$ cat config.mk
export PLATFORM = sky130hd
export DESIGN_NAME = pid_stage_sequencer
export DESIGN_NICKNAME = d
export VERILOG_FILES = /design/src/rtl/pid_seq_pkg.sv /design/src/rtl/pid_stage_sequencer_counter.sv /design/src/rtl/pid_stage_sequencer.sv
export SDC_FILE = /design/constraint.sdc
export NUM_CORES = 1
export LEC_CHECK = 0
export ABC_CLOCK_PERIOD_IN_PS = 4300
export CAP_MARGIN = 20
export CORE_MARGIN = 4
export CORE_UTILIZATION = 50
export DETAILED_ROUTE_END_ITERATION = 12
export PLACE_DENSITY = 0.71
export REMOVE_ABC_BUFFERS = 1
export SLEW_MARGIN = 20
export SYNTH_ARGS = -nofsm -noshare
export SYNTH_HDL_FRONTEND = slang
export SYNTH_SLANG_ARGS = --single-unit
$ cat constraint.sdc
create_clock -name clk -period 4.3 [get_ports clk]
set_clock_uncertainty 0.1 [all_clocks]
set_input_delay 0.43 -clock clk [delete_from_list [all_inputs] [get_ports clk]]
set_output_delay 0.43 -clock clk [all_outputs]
set_load 0.02 [all_outputs]
$ cat src/rtl/pid_seq_pkg.sv
// Shared types and period helpers for the PID stage sequencer.
// Periods are clamped so a full stage walk always fits between ticks.
package pid_seq_pkg;

  typedef enum logic [1:0] {
    IDLE,
    CLEAR,
    WAIT,
    SEQ
  } state_t;

  function automatic int unsigned min_period(
    input int unsigned stages
  );
    return stages + 1;
  endfunction

  function automatic int unsigned clamp_period(
    input int unsigned p,
    input int unsigned stages
  );
    int unsigned lo;
    lo = min_period(stages);
    return (p < lo) ? lo : p;
  endfunction

endpackage

$ cat src/rtl/pid_stage_sequencer_counter.sv
// Loadable down counter that holds at zero.
// The zero flag marks the last cycle of a sample interval.
module period_counter #(
  parameter int CNT_WIDTH = 20
) (
  input  logic                 clk,
  input  logic                 reset_n,
  input  logic                 load,
  input  logic [CNT_WIDTH-1:0] load_value,
  output logic                 zero
);

  logic [CNT_WIDTH-1:0] count;

  always_ff @(posedge clk or negedge reset_n) begin
    if (!reset_n) begin
      count <= '0;
    end else if (load) begin
      count <= load_value;
    end else if (count != '0) begin
      count <= count - CNT_WIDTH'(1);
    end
  end

  assign zero = (count == '0);

endmodule

$ cat src/rtl/pid_stage_sequencer.sv
// Sample-tick generator and one-hot stage-enable walker.
// Drives the clk_en / clr_n pins of the PID datapath pipeline.
module pid_stage_sequencer
  import pid_seq_pkg::*;
#(
  parameter int CNT_WIDTH      = 20,
  parameter int NUM_STAGES     = 4,
  parameter int DEFAULT_PERIOD = 500000
) (
  input  logic                  clk,
  input  logic                  reset_n,
  input  logic                  enable,
  input  logic                  clear_req,
  input  logic [CNT_WIDTH-1:0]  period,
  input  logic                  period_load,
  output logic [NUM_STAGES-1:0] stage_en,
  output logic                  clr_n,
  output logic                  sample_tick,
  output logic                  busy
);

  state_t state;
  state_t state_nx;

  logic [CNT_WIDTH-1:0]  period_reg;
  logic [NUM_STAGES-1:0] stage_nx;
  logic                  stop_q;
  logic                  stop_nx;
  logic                  clr_nx;
  logic                  tick_nx;
  logic                  busy_nx;
  logic                  cnt_load;
  logic                  cnt_zero;
  logic                  last_stage;

  assign last_stage = stage_en[NUM_STAGES-1];

  period_counter #(
    .CNT_WIDTH (CNT_WIDTH)
  ) u_cnt (
    .clk        (clk),
    .reset_n    (reset_n),
    .load       (cnt_load),
    .load_value (period_reg - CNT_WIDTH'(1)),
    .zero       (cnt_zero)
  );

  always_ff @(posedge clk or negedge reset_n) begin
    if (!reset_n) begin
      period_reg <= CNT_WIDTH'(DEFAULT_PERIOD);
    end else if (period_load) begin
      period_reg <= CNT_WIDTH'(clamp_period(
        32'(period), NUM_STAGES));
    end
  end

  always_ff @(posedge clk or negedge reset_n) begin
    if (!reset_n) begin
      state       <= IDLE;
      stop_q      <= 1'b0;
      stage_en    <= '0;
      clr_n       <= 1'b1;
      sample_tick <= 1'b0;
      busy        <= 1'b0;
    end else begin
      state       <= state_nx;
      stop_q      <= stop_nx;
      stage_en    <= stage_nx;
      clr_n       <= clr_nx;
      sample_tick <= tick_nx;
      busy        <= busy_nx;
    end
  end

  // A stop request seen in SEQ is remembered so a
  // re-raised enable cannot extend the run.
  always_comb begin
    state_nx = state;
    stop_nx  = stop_q;
    unique case (state)
      IDLE: begin
        if (enable) state_nx = CLEAR;
      end
      CLEAR: begin
        state_nx = enable ? WAIT : IDLE;
      end
      WAIT: begin
        if (!enable) state_nx = IDLE;
        else if (cnt_zero) state_nx = SEQ;
      end
      SEQ: begin
        if (!enable) stop_nx = 1'b1;
        if (last_stage) begin
          state_nx = (stop_q || !enable) ? IDLE : WAIT;
        end
      end
      default: state_nx = IDLE;
    endcase
    if (clear_req && state != IDLE) state_nx = CLEAR;
    if (state_nx == CLEAR || state_nx == IDLE) begin
      stop_nx = 1'b0;
    end
  end

  always_comb begin
    clr_nx   = 1'b1;
    tick_nx  = 1'b0;
    stage_nx = '0;
    cnt_load = 1'b0;
    busy_nx  = (state_nx != IDLE);
    if (state_nx == CLEAR) begin
      clr_nx   = 1'b0;
      cnt_load = 1'b1;
    end else if (state == IDLE && clear_req) begin
      clr_nx = 1'b0;
    end else if (state == WAIT && state_nx == SEQ) begin
      tick_nx  = 1'b1;
      stage_nx = NUM_STAGES'(1);
      cnt_load = 1'b1;
    end else if (state == SEQ && state_nx == SEQ) begin
      stage_nx = stage_en << 1;
    end
  end

endmodule

Word-level counts from Yosys, hierarchy flattened:

Index checks and enable logic that the tools add are counted.
Widths: inputs -> output; s select.

* add/subtract/negate cells: 2
* order comparisons: 1
* equality and inequality tests: 6
* muxes and demuxes: 24
* reductions and logical operators: 16

Operators by type and width (count)
* $mux 20: 3
* $sub 20x1->20 const B: 2
* $logic_not 20->1: 1
* $lt 20x3->1 const B: 1
* $reduce_bool 20->1: 1
* $mux 4: 4
* $mux 2: 7
* $mux 1: 9
* $pmux 2 s4: 1
* $reduce_bool 2->1: 4
* $eq 2x2->1 const B: 3
* $eq 2x1->1 const B: 2
* $logic_and 1x1->1: 4
* $logic_not 2->1: 2
* $logic_or 1x1->1: 2
* $ne 2x1->1 const B: 1
* $reduce_and 2->1: 1
* $logic_not 1->1: 1

* bits in registers: 50

Logic depth before layout (Yosys ltp):

* depth in word-level cells: 12
* depth in mapped cells: 15
* gate-level depth less buffers: 12

Modules after synthesis:

From an unflattened synthesis, not the netlist that was laid out.

* cell total of the unflattened synthesis: 261
* area total of the unflattened synthesis: 2765.2 sq um

Modules (own cells, without submodules)
* pid_stage_sequencer: instances 1, cells an instance 138, area each 1562.7 sq um
* period_counter: instances 1, cells an instance 123, area each 1202.4 sq um

Least setup slack after synthesis:

Ideal clock, no wire load.

* path kind: register to register
* from: register u_cnt.count[2]
* to: register u_cnt.count[16]
* library setup time: 132 ps
* arrival: 3908 ps
* required time: 4068 ps
* slack: 161 ps
* cell stages (with the launch flop): 15
* buffers on the path: 3
* period minus slack after synthesis: 4139 ps
* cell sequence: dfrtp_1 or4_1 buf_2 nor4_4 a31oi_2 buf_2 buf_2 a21oi_1 ha_1 or4b_1 nor3_1 nor3b_1 a221o_1 a21oi_1 or3b_1

* longest elaborated chain between the ends: 11
* elaborated cells on any way between the ends: 16
* those cells by class: add/sub (1); eq/ne (2); mux (9); reduce/logical (4)

RTL lines
* start, declared: RTL line pid_stage_sequencer_counter.sv:13 `logic [CNT_WIDTH-1:0] count;`
* start signal, assigned: RTL line pid_stage_sequencer_counter.sv:19 `count <= load_value;`
* start signal, assigned: RTL line pid_stage_sequencer_counter.sv:21 `count <= count - CNT_WIDTH'(1);`
* $logic_not 20->1: RTL line pid_stage_sequencer_counter.sv:25 `assign zero = (count == '0);`
* $mux 2: RTL line pid_stage_sequencer.sv:89 `else if (cnt_zero) state_nx = SEQ;`
* $mux 2: RTL line pid_stage_sequencer.sv:88 `if (!enable) state_nx = IDLE;`
* $pmux 2 s4: RTL line pid_stage_sequencer.sv:80 `unique case (state)`
* $mux 2: RTL line pid_stage_sequencer.sv:99 `if (clear_req && state != IDLE) state_nx = CLEAR;`
* $eq 2x2->1: RTL line pid_stage_sequencer.sv:116 `end else if (state == WAIT && state_nx == SEQ) begin`
* $logic_and 1x1->1: RTL line pid_stage_sequencer.sv:116
* $mux 1: RTL line pid_stage_sequencer.sv:116
* $mux 1: RTL line pid_stage_sequencer.sv:114 `end else if (state == IDLE && clear_req) begin`
* $mux 1: RTL line pid_stage_sequencer.sv:111 `if (state_nx == CLEAR) begin`
* $mux 20 / $reduce_bool 2->1 (equally long branches)

Several ways; a longest one is shown, not always the timed one. The select of a mux whose other input is x is not followed.
A chain may end at the register's enable or synchronous reset.

Final worst setup path:

* from: register u_cnt.count[3]
* to: register u_cnt.count[16]

Same word-level chain as after synthesis.

==> impl_metrics.env <==
export IMPL_syn_area_um2=2740
export IMPL_grt_pass1_vias=2022
export IMPL_slew_headroom_pct=41.4
export IMPL_min_period_ns=3.99
export IMPL_die_area_um2=6720
export IMPL_die_w_um=82.0
export IMPL_maxSlewViolCount=0
export IMPL_cts_buffers=5
export IMPL_fmax_mhz=251
export IMPL_core_area_um2=5200
export IMPL_critPathRequiredTime_ns=4.39
export IMPL_synth_cell_types=55
export IMPL_synth_seq_area_share_pct=45.2
export IMPL_drt_initial_drc_count=181
export IMPL_utilization_pct=62.1
export IMPL_seqPwrFrac_pct=45.2
export IMPL_grt_overflow_total=0
export IMPL_whs_ns=0.0160
export IMPL_die_height_um=82.0
export IMPL_internal_power_mw=1.05
export IMPL_status="completed"
export IMPL_grt_first_pass_wirelength_um=9790
export IMPL_io_pins=32
export IMPL_synth_warnings=0
export IMPL_regArea_um2=1240
export IMPL_drive_above_1_share_pct=15.6
export IMPL_combPwrFrac_pct=35.0
export IMPL_switchingPower_uw=615
export IMPL_cts_root_buf="clkbuf_8"
export IMPL_worstSkewPairLatency_ns=0.31
export IMPL_startpoint_type="flop"
export IMPL_final_setup_tns_ns=0
export IMPL_crit_arrival_ns=4.08
export IMPL_post_route_period_util_pct=92.8
export IMPL_row_count=26
export IMPL_cp_slowest_cell="or4_1"
export IMPL_initial_core_util_pct=52.5
export IMPL_clkPwrFrac_pct=19.8
export IMPL_drtAntennaViolNets=0
export IMPL_path_clk_slew_ns=0.09
export IMPL_avgSynthCellArea_um2=10.2
export IMPL_syn2layout_area_growth_pct=18.3
export IMPL_cp_startpoint="u_cnt.count[3]$_DFFE_PN0P_"
export IMPL_finalHoldViolations=0
export IMPL_drc_errors=0
export IMPL_drt_total_wl_um=5870
export IMPL_crit_chain="or4_1 > nor4_4 > a31oi_4 > mux2i_1 > ha_1 > or4b_1 > nor3_2 > nor3b_1 > a221o_1 > a21oi_1 > or3b_1"
export IMPL_post_drt_wl_per_cell_um=15.8
export IMPL_worstReg2RegEnd="u_cnt.count[16]$_DFFE_PN0P_"
export IMPL_cp_endpoint="u_cnt.count[16]$_DFFE_PN0P_"
export IMPL_synthCells=269
export IMPL_path_depth=11
export IMPL_rsz0062_at_grt="no"
export IMPL_final_nets=326
export IMPL_setup_viol=0
export IMPL_max_stage_delay_ns=0.67
export IMPL_cp_top_family="simple AND/OR/NAND/NOR gates"
export IMPL_p_sw_share_pct=37.0
export IMPL_crit_path_max_fanout=6
export IMPL_rrSetupSlack_ns=0.31
export IMPL_maxCapViolCount=0
export IMPL_rr_startpoint="u_cnt.count[3]$_DFFE_PN0P_"
export IMPL_ys_seq_elements=49
export IMPL_cts_tree="done"
export IMPL_path_buf_inv=0
export IMPL_cts_sinks=49
export IMPL_powerDensity_nw_per_um2=514
export IMPL_synth_async_reset_ratio_pct=100
export IMPL_dr_pass1_iters=4
export IMPL_numPortBuffers=31
export IMPL_multi_input_area_um2=1430
export IMPL_place_gp_congestion=0.856
export IMPL_fillers=451
export IMPL_crit_path_end_kind="flop"
export IMPL_num_vias=2181
export IMPL_leakagePower_nw=1.30
export IMPL_antenna_cells=0
export IMPL_clock_path_buffers=2
export IMPL_synth_main_ff_cell="dfrtp_1"
export IMPL_max_slew_worst_pin_slew_ns=0.876
export IMPL_rr_worst_depth=11
export IMPL_dp_hpwl_um=4210
export IMPL_cts_hold_buf=0
export IMPL_grt_max_degree=50
export IMPL_min_path_type="primary input to asynchronous set/reset pin"
export IMPL_grt_usage_pct=19.4
export IMPL_p_total_mw=1.66
export IMPL_grt_antenna_before_repair=0
export IMPL_htree_levels=2
export IMPL_viasPerCell=5.88
export IMPL_peakVddDrop_uv=264
export IMPL_crit_type="flop to flop"
export IMPL_synth_edff_count=0
power by group through the flow:
stage,combinational (mW),clock [mW],sequential [mW]
6_report,0.582,0.330,0.751
3_5_place_dp,0.579,0,0.750
4_1_cts,0.583,0.339,0.745
3_3_place_gp,0.568,0,0.751
5_1_grt,0.652,0.363,0.771
2_1_floorplan,0.424,0,0.725
cell type report:
class                      count  area share, %
inverter                       8          0.928
clock inverter                 2           1.20
multi-input combinational    201           44.3
tap                           70           2.71
clock buffer                   6           2.24
timing repair buffer          35           10.4
sequential                    49           38.2
what timing repair did:
item	4_1_cts	5_1_grt
setup endpoints to repair	0	1
gates resized for setup	0	2
setup buffers	0	0
worst min-delay path by stage:
stage | start | to | depth (start not counted)
final | reset_n | stage_en[1]$_DFF_PN0_ | 1
after floorplan | reset_n | busy$_DFF_PN0_ | 0
after global placement | stage_en[2]$_DFF_PN0_ | stage_en[3]$_DFF_PN0_ | 1
after detailed placement | stage_en[2]$_DFF_PN0_ | stage_en[3]$_DFF_PN0_ | 1
after global routing | reset_n | stage_en[1]$_DFF_PN0_ | 1
after CTS | reset_n | u_cnt.count[1]$_DFFE_PN0P_ | 1
stage by stage:
step | instances | area [µm²] | setup slack, ns
finish | 371 | 3230 | 0.311
floorplan | 258 | 2680 | -0.0916
global placement | 363 | 3110 | 0.288
detailed placement | 363 | 3110 | 0.141
global route | 371 | 3230 | 0.0221
CTS | 371 | 3220 | 0.245
layout by cell type (no fill, tap or decap), types with 8 or more instances in the layout:
| master | Yosys | final |
|---|---|---|
| mux2_2 | 17 | 17 |
| dfrtp_1 | 41 | 41 |
| inv_1 | 8 | 8 |
| dfstp_2 | 8 | 8 |
| clkdlybuf4s50_1 | 0 | 30 |
| mux2i_1 | 9 | 9 |
| nor4_1 | 8 | 8 |
| o21ai_0 | 8 | 8 |
| nand2_1 | 18 | 18 |
| nor2_1 | 29 | 29 |
| xor2_1 | 10 | 10 |
| xnor2_1 | 9 | 9 |
cells by family (layout without fill, tap and decap cells):
logic type	after synthesis	in the layout	synth area share, %
compound gates	50	50	12.9
xor+xnor	19	19	6.08
fa+ha+maj	1	1	0.457
buf+inv	19	51	3.20
flops	49	49	45.2
mux	29	29	11.8
simple gates	102	102	20.3
synth_stat cells, types with 8 or more instances:
cell / n / area (µm²)
mux2i_1: 9 / 90.1
dfrtp_1: 41 / 1030
o21ai_0: 8 / 40.0
nor2_1: 29 / 109
nor4_1: 8 / 50.1
mux2_2: 17 / 191
dfstp_2: 8 / 210
nand2_1: 18 / 67.6
xnor2_1: 9 / 78.8
inv_1: 8 / 30.0
xor2_1: 10 / 87.6
layer usage:
| layer | vias to the layer above | share of wire (%) | track usage [%] |
|---|---|---|---|
| li1 | 1061 | - | - |
| met1 | 1038 | 45 | 26.5 |
| met2 | 69 | 46 | 29.2 |
| met3 | 13 | 6.6 | 5.15 |
| met4 | 0 | 2.3 | 7.97 |
| met5 | - | 0 | 0 |
(Power assumes the default switching activity.)
